<file path="src/rtl/pipe_stall_ctrl.sv">
// Central stall/flush sequencer for the 5-stage pipeline.
// Arbitrates memory wait, MUL/DIV latency, branch redirect and load-use.
module pipe_stall_ctrl #(
  parameter int DIV_CYCLES = 33,
  parameter int MUL_CYCLES = 2,
  parameter int MEM_TO     = 16,
  parameter int CNT_W      = 6
) (
  input  logic        clk,
  input  logic        rstn,
  input  logic        ld_use_hazard,
  input  logic        br_taken,
  input  logic        mdu_req,
  input  logic        mdu_is_div,
  input  logic        dmem_req,
  input  logic        dmem_ready,
  output logic        pc_we,
  output logic        ifid_we,
  output logic        idex_we,
  output logic        exmem_we,
  output logic        memwb_we,
  output logic        ifid_flush,
  output logic        idex_flush,
  output logic        exmem_flush,
  output logic        memwb_flush,
  output logic        mdu_start,
  output logic        mdu_busy,
  output logic        bus_err,
  output logic [15:0] stall_cnt
);

  typedef enum logic [1:0] {
    RUN,
    MDU,
    MEM_WAIT,
    ERR
  } state_t;

  localparam logic [CNT_W-1:0] DIV_LAT = CNT_W'(DIV_CYCLES - 1);
  localparam logic [CNT_W-1:0] MUL_LAT = CNT_W'(MUL_CYCLES - 1);
  localparam logic [CNT_W-1:0] TMO_MAX = CNT_W'(MEM_TO);
  localparam logic [CNT_W-1:0] CNT_ONE = CNT_W'(1);

  state_t           state;
  logic [CNT_W-1:0] cnt;
  logic [CNT_W-1:0] tmo;
  logic             mem_miss;

  assign mem_miss = dmem_req && !dmem_ready;

  always_comb begin
    pc_we       = 1'b1;
    ifid_we     = 1'b1;
    idex_we     = 1'b1;
    exmem_we    = 1'b1;
    memwb_we    = 1'b1;
    ifid_flush  = 1'b0;
    idex_flush  = 1'b0;
    exmem_flush = 1'b0;
    memwb_flush = 1'b0;
    mdu_start   = 1'b0;
    mdu_busy    = 1'b0;
    unique case (state)
      RUN: begin
        if (mem_miss) begin
          pc_we       = 1'b0;
          ifid_we     = 1'b0;
          idex_we     = 1'b0;
          exmem_we    = 1'b0;
          memwb_flush = 1'b1;
        end else if (mdu_req) begin
          mdu_start   = 1'b1;
          pc_we       = 1'b0;
          ifid_we     = 1'b0;
          idex_we     = 1'b0;
          exmem_flush = 1'b1;
        end else if (br_taken) begin
          ifid_flush  = 1'b1;
          idex_flush  = 1'b1;
        end else if (ld_use_hazard) begin
          pc_we       = 1'b0;
          ifid_we     = 1'b0;
          idex_flush  = 1'b1;
        end
      end
      MDU: begin
        mdu_busy = 1'b1;
        if (cnt != '0) begin
          pc_we       = 1'b0;
          ifid_we     = 1'b0;
          idex_we     = 1'b0;
          exmem_flush = 1'b1;
        end
      end
      MEM_WAIT: begin
        if (!dmem_ready) begin
          pc_we       = 1'b0;
          ifid_we     = 1'b0;
          idex_we     = 1'b0;
          exmem_we    = 1'b0;
          memwb_flush = 1'b1;
        end
      end
      ERR: begin
        pc_we    = 1'b0;
        ifid_we  = 1'b0;
        idex_we  = 1'b0;
        exmem_we = 1'b0;
        memwb_we = 1'b0;
      end
      default: ;
    endcase
    // Pipeline is frozen and silent for as long as reset is held.
    if (!rstn) begin
      pc_we       = 1'b0;
      ifid_we     = 1'b0;
      idex_we     = 1'b0;
      exmem_we    = 1'b0;
      memwb_we    = 1'b0;
      ifid_flush  = 1'b0;
      idex_flush  = 1'b0;
      exmem_flush = 1'b0;
      memwb_flush = 1'b0;
      mdu_start   = 1'b0;
      mdu_busy    = 1'b0;
    end
  end

  always_ff @(posedge clk or negedge rstn) begin
    if (!rstn) begin
      state   <= RUN;
      cnt     <= '0;
      tmo     <= '0;
      bus_err <= 1'b0;
    end else begin
      unique case (state)
        RUN: begin
          if (mem_miss) begin
            tmo   <= CNT_ONE;
            state <= MEM_WAIT;
          end else if (mdu_req) begin
            cnt   <= mdu_is_div ? DIV_LAT : MUL_LAT;
            state <= MDU;
          end
        end
        MDU: begin
          if (cnt != '0) begin
            cnt <= cnt - CNT_ONE;
          end else begin
            state <= RUN;
          end
        end
        MEM_WAIT: begin
          if (dmem_ready) begin
            state <= RUN;
          end else if (tmo == TMO_MAX) begin
            bus_err <= 1'b1;
            state   <= ERR;
          end else begin
            tmo <= tmo + CNT_ONE;
          end
        end
        ERR: ;
        default: state <= RUN;
      endcase
    end
  end

  always_ff @(posedge clk or negedge rstn) begin
    if (!rstn) begin
      stall_cnt <= '0;
    end else if (!pc_we && stall_cnt != 16'hFFFF) begin
      stall_cnt <= stall_cnt + 16'd1;
    end
  end

endmodule

</file>
<file path="config.mk">
export PLATFORM = sky130hd
export DESIGN_NAME = pipe_stall_ctrl
export DESIGN_NICKNAME = d
export VERILOG_FILES = /design/src/rtl/pipe_stall_ctrl.sv
export SDC_FILE = /design/constraint.sdc
export NUM_CORES = 1
export LEC_CHECK = 0
export BUFFER_PORTS_ARGS = -buffer_cell sky130_fd_sc_hd__buf_4
export CORE_MARGIN = 2
export CORE_UTILIZATION = 55
export DETAILED_ROUTE_END_ITERATION = 8
export GPL_TIMING_DRIVEN = 0
export MAX_ROUTING_LAYER = met4
export PLACE_DENSITY_LB_ADDON = 0.08
export SETUP_SLACK_MARGIN = 0.15
export SYNTH_ARGS = -nofsm -noshare
export SYNTH_HDL_FRONTEND = slang
export SYNTH_SLANG_ARGS = --single-unit
</file>
<file path="constraint.sdc">
create_clock -name clk -period 5.9 [get_ports clk]
set_input_delay 0.59 -clock clk [delete_from_list [all_inputs] [get_ports clk]]
set_output_delay 0.59 -clock clk [all_outputs]
set_load 0.03 [all_outputs]
</file>
## After elaboration in Yosys (flattened, before gate mapping)

Index checks and enable logic that the tools add are counted.

- Add/sub/neg operators: 3
- Equal/unequal tests: 14
- Mux-type cells: 56
- Bitwise gates (word level): 1
- Reductions and logical operators: 13

Operators with widths:

| cell | number |
|---|---|
| two-way mux 6 bit | 7 |
| two-way mux 1 bit | 36 |
| one-hot mux 6 bit (2 select lines) | 2 |
| adder 16 x 1 -> 16 bit, second input constant | 1 |
| != test 16 bit, second input constant | 1 |
| != test 2 bit, second input constant | 7 |
| AND reduction 4 bit | 3 |
| two-way mux 2 bit | 5 |
| one-hot mux 1 bit (4 select lines) | 2 |
| adder 6 x 1 -> 6 bit, second input constant | 1 |
| equality test 6 x 5 -> 1 bit, second input constant | 1 |
| != test 3 bit, second input constant | 2 |
| one-hot mux 2 bit (3 select lines) | 1 |
| nonzero test 6 bit | 1 |
| subtractor 6 x 1 -> 6 bit, second input constant | 1 |
| equality test 2 bit, second input constant | 2 |
| one-hot mux 1 bit (2 select lines) | 2 |
| nonzero test 2 bit | 2 |
| one-hot mux 1 bit (3 select lines) | 1 |
| AND reduction 3 bit | 1 |
| nonzero test 3 bit | 1 |
| equality test 2 x 1 -> 1 bit, second input constant | 1 |
| logical AND 1 bit | 2 |
| zero test 1 bit | 2 |
| other kinds (2) | 2 |

- Bits in registers: 31
- Input bits: 8
- Output and inout port bits: 28
- Logic and storage cells: 92

## Depth between registers and ports, before layout

- Depth after elaboration: 8
- Mapped depth: 10

## Least setup slack after synthesis

OpenSTA, ideal clock, no wires.

- Kind: register to output
- Start point: register state[1]
- End point: output port pc_we
- Data arrival time: 1.855 ns
- Data required time: 5.310 ns
- Slack: 3.455 ns
- Stages on the path, launching flop included: 10
- Buffers on the path: 4
- Path through: dfrtp_1 -> inv_1 -> ha_1 -> clkbuf_1 -> nand2_1 -> o31a_1 -> and4b_1 -> buf_6 -> buf_8 -> buf_4

- Longest elaborated chain between the ends: 3
- Elaborated cells on any way between the ends: 6

Ends and longest elaborated chain:

| element | line | source |
|---|---|---|
| from (decl) | 44 | `state_t state;` |
| from (signal assigned) | 131 | `state <= RUN;` |
| from (signal assigned) | 140 | `state <= MEM_WAIT;` |
| from (signal assigned) | 143 | `state <= MDU;` |
| equality test 2 bit, or another cell as far along | - |  |
| one-hot mux 1 bit (4 select lines) * | - |  |
| two-way mux 1 bit * | - |  |
| to (decl) | 17 | `output logic pc_we,` |

Mark *: on every way between the ends. The rest lies on a longest branch, timed or not.

## Final worst setup path

- Start point: register state[1]
- End point: output port pc_we

- Longest elaborated chain between the ends: 3
- Elaborated cells on any way between the ends: 6

Ends and longest elaborated chain:

| element | line | source |
|---|---|---|
| equality test 2 bit, or another cell as far along | 63 | `unique case (state)` |
| one-hot mux 1 bit (4 select lines) * | 63 |  |
| two-way mux 1 bit * | 114 | `if (!rstn) begin` |

Marked as above.

==> key figures <==
Synthesis
  – Synth cell types: 47
  – Area share of the largest cell type after synthesis: 0.4122
  – Async set-or-reset flop fraction in the synthesized netlist: 1.000
  – Area leader, netlist: dfrtp_1
  – Synth top area cells: dfrtp_1, xor2_1, ha_1
  – EDFF count, synth: 0
  – Register area share after synthesis: 0.4122
  – Syn Nets: 217
  – Syn Area/Cell: 9.409 um2
  – Synth Flop Type: dfrtp_1
  – Cells after Synth: 200
  – Post-Syn Area: 0.001882 mm2
  – Synthesis-stage register bit count: 31
  – YS warnings: 0

Floorplan
  – Starting Density: 0.5684
  – # IOs: 36
  – Die height: 62.50 um
  – Chip width: 62.50 um
  – Die area: slightly below 0.004 mm2
  – Cell Rows: 21
  – Core Area: 0.003311 mm2

Pwr
  – Peak supply drop: 0.1997 mV
  – Logic pwr share: 0.551
  – Cell-internal power: 0.6003 mW
  – Leak: roughly 1.1 nW
  – Clock group share of total power: 0.113
  – Power Density: 501.5 mW/mm2
  – Switching power: approximately 0.53 mW
  – Switching Fraction: 0.4683
  – Part of the power in registers: 0.336

Worst setup path
  – Reg2Reg Setup Slack: 3.58 ns
  – CP dominant cell by count: buf_4
  – Reg-to-reg critical path endpoint: stall_cnt[3]
  – Crit path from: state[1]
  – CP Class: reg2out
  – CP Data Arrival Time: 2.45 ns
  – Crit-path cells: inv_1 -> ha_1 -> clkbuf_1 -> nand2_1 -> o31a_1 -> and4b_1 -> buf_6 -> buf_8 -> buf_4 -> buf_4
  – Crit Path Max Fanout: 11
  – Worst path max stage delay: roughly 0.42 ns
  – CP Launch Type: register
  – FF-to-FF Start: state[0]
  – Slowest CP cell: dfrtp_1
  – Required time of the critical path: between 5 and 6 ns
  – Reg2reg path depth: 9
  – Crit end category: primary output

Global routing
  – Largest net degree at the start of global routing: 39
  – GRT Residual Overflow: 0
  – Vias in the first global route: 1508
  – First-pass GRT wire length: a little under 7000 um
  – Gr usage total: 0.2284
  – Initial antenna violation count: 0

Drt
  – Vias per inst: 5.477
  – DRT iter0 DRCs: 165
  – Number of routed nets with antenna violations: 0
  – Drt drc: 0
  – Routed WL: 4016 um
  – Routed len/inst: 13.99 um
  – Vias: 1572
  – First-pass DRT Iterations: 4

Placed design
  – Setup WS pre-CTS: 3.213 ns
  – Dpl hpwl: 3027 um
  – Post-placement cell count: 280
  – # port buffers: 34
  – Routability cong.: 0.8898

STA
  – Setup TNS: 0 ns
  – Fin worst setup slack: 2.862 ns
  – Crit share post-route: 0.5148
  – RSZ-0062 raised after global routing: no
  – Max-slew violation count: 0
  – Max Clock Skew: 0.01235 ns
  – Final Hold Fails: 0
  – Fmax: roughly 330 MHz
  – Actual slew at the worst max-slew pin: between 0.6 and 0.7 ns
  – Worst slew margin: 0.5614
  – Count of final setup violators: 0
  – Final min period: 3.038 ns

Clock tree
  – Clock tree buffer depth: 2
  – Max H-tree Level: 2
  – Worst skew pair latency: around 0.33 ns
  – Post-CTS Resized: 0
  – Post-CTS setup buffers: 0
  – # hold bufs at CTS: 0
  – Root buffer cell: clkbuf_4
  – CTS sink count: 31
  – Reg clk slew, reported paths: 0.10 ns
  – CTS buffer count: 5
  – CTS tree: built

Job
  – Max-Cap Viols: 0

Layout
  – # fillers: 284
  – ANT cells: 0
  – Final nets: between 200 and 300
  – Non-filler instance count after layout: 287
  – Fraction of layout cells with a size suffix above 1: 0.2241
  – Area Growth Syn to Fin: 19.61%

Min path
  – Worst min-delay path class: in2async

Status
  – Outcome: finished, final reports clean
worst max path at each step:
stage / to / cells after the start
final: pc_we / 10
after global routing: pc_we / 10
after CTS: pc_we / 10
after detailed placement: pc_we / 10
after global placement: pc_we / 10
after floorplan: pc_we / 9
cell usage in the layout, fill, tap and decap left out, types with 3 or more instances in the layout:
cell | Yosys | routed
buf_4 | 1 | 35
dfrtp_1 | 31 | 31
nand2_1 | 19 | 19
nor2_1 | 18 | 18
xor2_1 | 16 | 16
nor3_1 | 14 | 14
inv_1 | 10 | 10
nand3_1 | 9 | 9
ha_1 | 9 | 9
a21oi_1 | 6 | 6
nor2b_1 | 5 | 5
xnor2_1 | 5 | 5
clkbuf_4 | 0 | 5
buf_2 | 4 | 4
o21ai_0 | 4 | 4
and4_1 | 3 | 3
nor3b_1 | 3 | 3
mux2i_1 | 3 | 3
nand4_1 | 3 | 3
nor4_1 | 3 | 3
cell families (layout without fill, tap and decap cells):
| family | after synthesis | after routing | share of synthesized area |
|---|---|---|---|
| flops | 31 | 31 | 0.4122 |
| buf+inv | 18 | 59 | 0.05053 |
| simple gates | 92 | 92 | 0.2620 |
| mux | 5 | 5 | 0.02992 |
| fa+ha+maj | 9 | 9 | 0.05984 |
| compound gates | 24 | 24 | 0.08778 |
| xor+xnor | 21 | 21 | 0.09774 |
power by group through the flow:
stage | logic, mW | registers (mW) | clock network [mW]
2_1_floorplan | 0.365 | 0.446 | 0
3_3_place_gp | 0.598 | 0.377 | 0
3_5_place_dp | 0.622 | 0.383 | 0
4_1_cts | 0.626 | 0.378 | 0.132
5_1_grt | 0.681 | 0.394 | 0.141
6_report | 0.622 | 0.379 | 0.128
cell type report:
class                      instances  area, um2  area share
timing repair buffer              34      255.2      0.1134
multi-input combinational        151       1011      0.4491
buffer                             8      57.56     0.02557
clock inverter                     1      5.005    0.002223
clock buffer                       6      51.30     0.02279
sequential                        31      775.7      0.3446
inverter                          10      37.54     0.01668
tap                               46      57.56     0.02557
cells in the mapped netlist (3+ instances only):
library cell  instances
nor4_1                3
inv_1                10
nor3_1               14
buf_2                 4
nor2b_1               5
a21oi_1               6
ha_1                  9
nor2_1               18
dfrtp_1              31
xor2_1               16
and4_1                3
nand2_1              19
xnor2_1               5
mux2i_1               3
nand4_1               3
nand3_1               9
nor3b_1               3
o21ai_0               4
state kept, by name, summed over array words and instances, names as in the netlist:
| register | count |
|---|---|
| stall_cnt | 16 |
| tmo | 6 |
| cnt | 6 |
| bus_err | 1 |
| state | 2 |
through the flow:
stage	utilization	hold slack, ns	total power [mW]	cell area (um2)
6_report	0.6799	0.1957	1.129	2251
5_1_grt	0.6799	0.2281	1.216	2251
4_1_cts	0.6799	0.1999	1.135	2251
3_5_place_dp	0.6629	0.4653	1.004	2195
3_3_place_gp	0.6629	0.4653	0.9753	2195
2_1_floorplan	-	0.2944	0.8111	1882
routing by layer:
metal,up-vias,wire length (um),global-route usage
met5,-,0,-
met4,0,38,0.07222
met3,4,111,0.05586
met2,25,2100,0.3602
met1,766,1766,0.2916
li1,777,-,-
critical path, delay by kind of cell (launching register included):
| family | cells | cell delay, ns |
|---|---|---|
| AO/OA/AOI/OAI | 1 | 0.27 |
| AND/OR/NAND/NOR | 2 | 0.39 |
| buffers and inverters | 6 | 0.92 |
| adder cells (fa/ha/maj) | 1 | 0.13 |
| flip-flops | 1 | 0.42 |
Power figures use the tool's default switching activity.
